<file path="src/rtl/clk_div_meter_if.sv">
// Bus bundle for clk_div_meter: measurement controls in, measurement results out.
interface clk_div_meter_if #(
  parameter int CNT_W = 16
);
  logic             en;
  logic             sig_in;
  logic [CNT_W-1:0] exp_period;
  logic [CNT_W-1:0] period;
  logic [CNT_W-1:0] high_time;
  logic             meas_valid;
  logic             locked;
  logic             period_err;
  logic             timeout;

  modport master (
    output en, sig_in, exp_period,
    input  period, high_time, meas_valid, locked, period_err, timeout
  );

  modport slave (
    input  en, sig_in, exp_period,
    output period, high_time, meas_valid, locked, period_err, timeout
  );
endinterface

</file>
<file path="src/rtl/clk_div_meter.sv">
// Divided-clock monitor: synchronizes sig_in into the clk_in domain, measures
// period (rise to rise) and high time (rise to fall) in clk_in cycles, declares
// lock after LOCK_CNT consecutive periods equal to exp_period, and flags a
// stalled input when the cycle counter saturates without a rising edge.
//
// state  | meaning
// IDLE   | en low; counters, lock and timeout cleared, results held
// ARM    | waiting for a rising edge to start timing (that edge is not measured)
// MEAS   | measuring, fewer than LOCK_CNT consecutive matches
// LOCKED | measuring, LOCK_CNT consecutive matches with no error since
module clk_div_meter #(
  parameter int CNT_W       = 16,
  parameter int SYNC_STAGES = 2,
  parameter int LOCK_CNT    = 4
) (
  input  logic             clk_in,
  input  logic             reset,
  clk_div_meter_if.slave   bus
);
  localparam int MW = $clog2(LOCK_CNT + 1);
  localparam logic [MW-1:0] LOCK_M = MW'(LOCK_CNT);

  typedef enum logic [1:0] {IDLE, ARM, MEAS, LOCKED} state_t;

  state_t                 state_q, state_d;
  logic [SYNC_STAGES-1:0] sync_q;
  logic                   s_d;
  logic                   s, rise, fall;
  logic [CNT_W-1:0]       cnt_q;
  logic [MW-1:0]          match_q, match_inc;
  logic                   is_match, hit_lock;
  logic                   arm_rise, take_high, take_meas, tmo;
  logic [CNT_W-1:0]       period_q, high_q;
  logic                   meas_valid_q, locked_q, period_err_q, timeout_q;

  assign s         = sync_q[SYNC_STAGES-1];
  assign rise      = s & ~s_d;
  assign fall      = ~s & s_d;
  assign is_match  = (cnt_q == bus.exp_period);
  assign match_inc = (match_q == LOCK_M) ? match_q : match_q + 1'b1;
  assign hit_lock  = (match_inc == LOCK_M);

  // Input synchronizer plus one extra flop for edge detection.
  always_ff @(posedge clk_in or negedge reset) begin
    if (!reset) begin
      sync_q <= '0;
      s_d    <= 1'b0;
    end else begin
      sync_q <= {sync_q[SYNC_STAGES-2:0], bus.sig_in};
      s_d    <= s;
    end
  end

  // State register.
  always_ff @(posedge clk_in or negedge reset) begin
    if (!reset) state_q <= IDLE;
    else        state_q <= state_d;
  end

  // Next-state and per-cycle strobes; everything is gated by en so a
  // deassert discards whatever was in flight.
  always_comb begin
    state_d   = state_q;
    arm_rise  = 1'b0;
    take_high = 1'b0;
    take_meas = 1'b0;
    tmo       = 1'b0;
    if (!bus.en) begin
      state_d = IDLE;
    end else begin
      case (state_q)
        IDLE: state_d = ARM;
        ARM: begin
          if (rise) begin
            arm_rise = 1'b1;
            state_d  = MEAS;
          end
        end
        MEAS, LOCKED: begin
          take_high = fall;
          if (rise) begin
            take_meas = 1'b1;
            if (!is_match)    state_d = MEAS;
            else if (hit_lock) state_d = LOCKED;
          end else if (cnt_q == '1) begin
            tmo     = 1'b1;
            state_d = ARM;
          end
        end
        default: state_d = IDLE;
      endcase
    end
  end

  // Cycle counter, results, match tracking and status flags.
  always_ff @(posedge clk_in or negedge reset) begin
    if (!reset) begin
      cnt_q        <= '0;
      match_q      <= '0;
      period_q     <= '0;
      high_q       <= '0;
      meas_valid_q <= 1'b0;
      locked_q     <= 1'b0;
      period_err_q <= 1'b0;
      timeout_q    <= 1'b0;
    end else begin
      meas_valid_q <= 1'b0;
      period_err_q <= 1'b0;
      if (state_q == IDLE) begin
        cnt_q     <= '0;
        match_q   <= '0;
        locked_q  <= 1'b0;
        timeout_q <= 1'b0;
      end else begin
        if (rise)               cnt_q <= CNT_W'(1);
        else if (cnt_q != '1)   cnt_q <= cnt_q + 1'b1;
        if (arm_rise) timeout_q <= 1'b0;
        if (take_high) high_q <= cnt_q;
        if (take_meas) begin
          period_q     <= cnt_q;
          meas_valid_q <= 1'b1;
          if (is_match) begin
            match_q <= match_inc;
            if (hit_lock) locked_q <= 1'b1;
          end else begin
            match_q      <= '0;
            locked_q     <= 1'b0;
            period_err_q <= 1'b1;
          end
        end
        if (tmo) begin
          timeout_q <= 1'b1;
          locked_q  <= 1'b0;
          match_q   <= '0;
        end
      end
    end
  end

  assign bus.period     = period_q;
  assign bus.high_time  = high_q;
  assign bus.meas_valid = meas_valid_q;
  assign bus.locked     = locked_q;
  assign bus.period_err = period_err_q;
  assign bus.timeout    = timeout_q;
endmodule

</file>
<file path="src/flat_wrapper.sv">
// flat-port wrapper written by rule: the top's interface ports become plain ports
module clk_div_meter_flat 
#(
  parameter int CNT_W       = 16,
  parameter int SYNC_STAGES = 2,
  parameter int LOCK_CNT    = 4
)
  (clk_in, reset, bus_en, bus_sig_in, bus_exp_period, bus_period, bus_high_time, bus_meas_valid, bus_locked, bus_period_err, bus_timeout);
  clk_div_meter_if #(.CNT_W(CNT_W)) bus_i ();
  input  logic clk_in;
  input  logic reset;
  input wire logic [$bits(bus_i.en)-1:0] bus_en;
  input wire logic [$bits(bus_i.sig_in)-1:0] bus_sig_in;
  input wire logic [$bits(bus_i.exp_period)-1:0] bus_exp_period;
  output wire logic [$bits(bus_i.period)-1:0] bus_period;
  output wire logic [$bits(bus_i.high_time)-1:0] bus_high_time;
  output wire logic [$bits(bus_i.meas_valid)-1:0] bus_meas_valid;
  output wire logic [$bits(bus_i.locked)-1:0] bus_locked;
  output wire logic [$bits(bus_i.period_err)-1:0] bus_period_err;
  output wire logic [$bits(bus_i.timeout)-1:0] bus_timeout;
  assign bus_i.en = bus_en;
  assign bus_i.sig_in = bus_sig_in;
  assign bus_i.exp_period = bus_exp_period;
  assign bus_period = bus_i.period;
  assign bus_high_time = bus_i.high_time;
  assign bus_meas_valid = bus_i.meas_valid;
  assign bus_locked = bus_i.locked;
  assign bus_period_err = bus_i.period_err;
  assign bus_timeout = bus_i.timeout;
  clk_div_meter #(.CNT_W(CNT_W), .SYNC_STAGES(SYNC_STAGES), .LOCK_CNT(LOCK_CNT)) u_core (.clk_in(clk_in), .reset(reset), .bus(bus_i));
endmodule
</file>
<file path="config.mk">
export PLATFORM = sky130hd
export DESIGN_NAME = clk_div_meter_flat
export DESIGN_NICKNAME = d
export VERILOG_FILES = /design/src/rtl/clk_div_meter_if.sv /design/src/rtl/clk_div_meter.sv /design/src/flat_wrapper.sv
export SDC_FILE = /design/constraint.sdc
export NUM_CORES = 1
export LEC_CHECK = 0
export ABC_CLOCK_PERIOD_IN_PS = 4200
export BUFFER_PORTS_ARGS = -buffer_cell sky130_fd_sc_hd__clkbuf_2
export CELL_PAD_IN_SITES_DETAIL_PLACEMENT = 1
export CELL_PAD_IN_SITES_GLOBAL_PLACEMENT = 1
export CORE_MARGIN = 2
export CORE_UTILIZATION = 45
export DETAILED_ROUTE_END_ITERATION = 10
export PLACE_DENSITY_LB_ADDON = 0.1
export SLEW_MARGIN = 15
export SYNTH_ARGS = -nofsm -noshare
export SYNTH_HDL_FRONTEND = slang
export SYNTH_SLANG_ARGS = --single-unit
</file>
<file path="constraint.sdc">
create_clock -name clk_in -period 4.2 [get_ports clk_in]
set_input_delay 0.21 -clock clk_in [delete_from_list [all_inputs] [get_ports clk_in]]
set_output_delay 0.21 -clock clk_in [all_outputs]
set_load 0.03 [all_outputs]
</file>
==> flow_metrics.tcl <==
set metrics [dict create \
    synthDominantAreaCellType "dfrtp_1" \
    endpoint "u_core.bus.locked" \
    port_buffers 55 \
    outcome "finished clean" \
    final_common_cell "dfrtp_1" \
    fillerInstances 703 \
    path_class "reg -> reg" \
    dieArea_um2 6890 \
    ff2ff_path_depth 7 \
    cp_max_fo 24 \
    start_kind "flop" \
    diodes 0 \
    power.density_nw_per_um2 378 \
    yosysWarningCount 0 \
    ctsResizeCount 0 \
    worstPathRequired_ns 4.46 \
    most-common-layout-cells "dfrtp_1 (60), clkbuf_2 (55), nand2_1 (53)" \
    startpoint "u_core.sync_q[1]" \
    synth_ff_type "dfrtp_1" \
    worstPathCellList "nor2b_1, nand3_1, buf_4, inv_1, a21oi_1, nor2_1, nor3b_1" \
    post-route-period-util_pct 52.4 \
    fin_tns_setup_ns 0 \
    vias 2215 \
    tritoncts "built" \
    finalMaxSlewViolations 0 \
    worst_slew_pin_slew_ns 1.11 \
    syn_to_final_growth_pct 19.3 \
    setup_viol 0 \
    total_leakage_power_nw 1.73 \
    drt-pass1-iter-count 4 \
    first_iter_violations 73 \
    die_y_um 83.0 \
    post-route-util_pct 56.0 \
    core_um2 5990 \
    synth_cell_types 47 \
    maxCapViolations 0 \
    cts_made_buffers 9 \
    wl_per_cell_um 17.5 \
    synth_top_area_share_pct 53.5 \
    die_w_um 83.0 \
    r2r_setup_slack_ns 2.00 \
    fin_worst_skew_ns 0.0102 \
    nets 355 \
    ant_nets 0 \
    drive_above_1_share_pct 27.0 \
    track_usage_pct 22.4 \
    ys_seq_area_share_pct 53.5 \
    syn_area_um2 2810 \
    gp_congestion 0.792 \
    rsz0062_at_grt "false" \
    synth_fp_nets 302 \
    start_util_pct 46.9 \
    grt_overflow_total 0 \
    crit_slowest_cell "nor2b_1" \
    worstReg2RegEnd "u_core.bus.locked" \
    clkLatencyLatePin_ns 0.34 \
    cts_root_buf "clkbuf_8" \
    clkSinkCount 60 \
    drc 0 \
    multi_input_area_um2 1200 \
    synth_edf_count 0 \
    io_pins 56 \
    crit_path_end_kind "flop" \
    antenna_found_initial 0 \
    yosys-top-cells-area "dfrtp_1 (53%), nand2_1 (7.1%), xor2_1 (6.5%)" \
    first_global_vias 2341 \
    seqCellArea_um2 1500 \
    max_stage_delay_ns 0.54 \
    hold_viol_final 0 \
    dp_hpwl_mm 5.19 \
    max_freq_mhz 454 \
    cts.path.max_buffers 2 \
    timing.rr.start "u_core.sync_q[1]" \
    holdWs_ns 0.0158 \
    h-tree-depth 3 \
    path_clk_slew_ns 0.07 \
    fp-row-count 28 \
    finalWirelength_mm 7.23 \
    ys_ff_latch 60 \
    hp-class "in -> async" \
    max_slew_margin_pct 25.6 \
    syn_inst 279 \
    async_flop_share_pct 100 \
    worstPathArrival_ns 2.46 \
    grt_pass1_wl_mm 12.1 \
    synth.avg_cell_area_um2 10.1 \
    irDropWorstVdd_v 0.000287 \
    grt_max_degree 61 \
    fin_crit_ns 2.20 \
    vias_per_cell 5.38 \
]
flip-flops by register name, summed over array words and instances, names as in the netlist, 2 cells and up:
| name | cells |
|---|---|
| u_core.cnt_q | 16 |
| u_core.state_q | 2 |
| u_core.bus.period | 16 |
| u_core.match_q | 3 |
| u_core.sync_q | 2 |
| u_core.bus.high_time | 16 |
stage by stage:
stage / area (um2) / std cells / total power, mW / setup slack [ns]
after detailed placement: 3130 / 395 / 0.708 / 2.00
after global placement: 3130 / 395 / 0.705 / 2.04
after global routing: 3350 / 412 / 1.32 / 1.72
after CTS: 3350 / 412 / 1.28 / 1.98
final: 3350 / 412 / 1.27 / 2.00
after floorplan: 2810 / 279 / 0.664 / 2.32
power breakdown:
| part | internal (mW) | total, mW | switching, mW |
|---|---|---|---|
| logic | 0.0304 | 0.0902 | 0.0598 |
| registers | 0.591 | 0.607 | 0.0166 |
| clock network | 0.347 | 0.569 | 0.222 |
synthesized netlist by cell type, types with 2 or more instances:
| cell type | count |
|---|---|
| a31oi_1 | 3 |
| buf_2 | 2 |
| nand3_1 | 7 |
| and4_1 | 2 |
| xor2_1 | 21 |
| and2_1 | 2 |
| a21o_1 | 3 |
| ha_1 | 3 |
| mux2_2 | 13 |
| o21ai_1 | 2 |
| dfrtp_1 | 60 |
| nor3b_1 | 2 |
| nor3_1 | 4 |
| nand2_1 | 53 |
| nor2_1 | 18 |
| clkbuf_1 | 12 |
| a211oi_1 | 2 |
| a21oi_1 | 6 |
| o21ai_0 | 13 |
| o211ai_1 | 2 |
| nand4_1 | 5 |
| nor4_1 | 4 |
| inv_1 | 9 |
| and3_1 | 4 |
| or3_1 | 2 |
| xnor2_1 | 3 |
| nor2b_1 | 2 |
cell families (layout without fill, tap and decap cells):
kind of cell | Yosys count | after routing | synth area share, %
buffers and inverters | 26 | 84 | 3.87
AOI/OAI and AO/OA | 41 | 41 | 9.62
DFF | 60 | 60 | 53.5
adders and majority gates | 3 | 3 | 1.34
xor gates and xnor gates | 24 | 24 | 7.48
and+or+nand+nor | 111 | 111 | 18.7
muxes | 14 | 14 | 5.57
final cells by class:
class	instances	share of cell area [%]
tap	75	2.80
inverter	9	1.01
clock inverter	5	2.24
timing repair buffer	59	9.18
clock buffer	11	4.22
multi-input combinational	193	35.8
sequential	60	44.8
layer usage:
metal | wire length [um] | track usage, % | vias to the layer above
met5 | 0 | 0 | -
met3 | 238 | 3.68 | 12
li1 | - | - | 1052
met2 | 3250 | 34.2 | 49
met1 | 3590 | 31.5 | 1102
met4 | 148 | 9.69 | 0
repair_timing:
item | in CTS | in global routing
hold buffers | 1 | 0
setup endpoints to repair | 0 | 0
endpoints found under the hold margin | 1 | 0
setup buffers | 0 | 0
worst min-delay path by stage:
stage / startpoint / to / slack, ns / cells after the start
detailed placement: bus_sig_in / u_core.sync_q[0] / 0.32 / 1
floorplan: reset / u_core.bus.high_time[0] / -0.09 / 0
finish: reset / u_core.bus.period[3] / 0.02 / 2
global route: reset / u_core.bus.period[3] / 0.09 / 2
global placement: bus_sig_in / u_core.sync_q[0] / 0.32 / 1
CTS: reset / u_core.bus.period[3] / 0.05 / 2
critical path: cells and delay by family (launching register included):
| kind | cells | cell delay, ns |
|---|---|---|
| compound gates | 1 | 0.12 |
| flops | 1 | 0.37 |
| buf+inv | 2 | 0.65 |
| simple gates | 4 | 0.97 |
(Power assumes the default switching activity.)
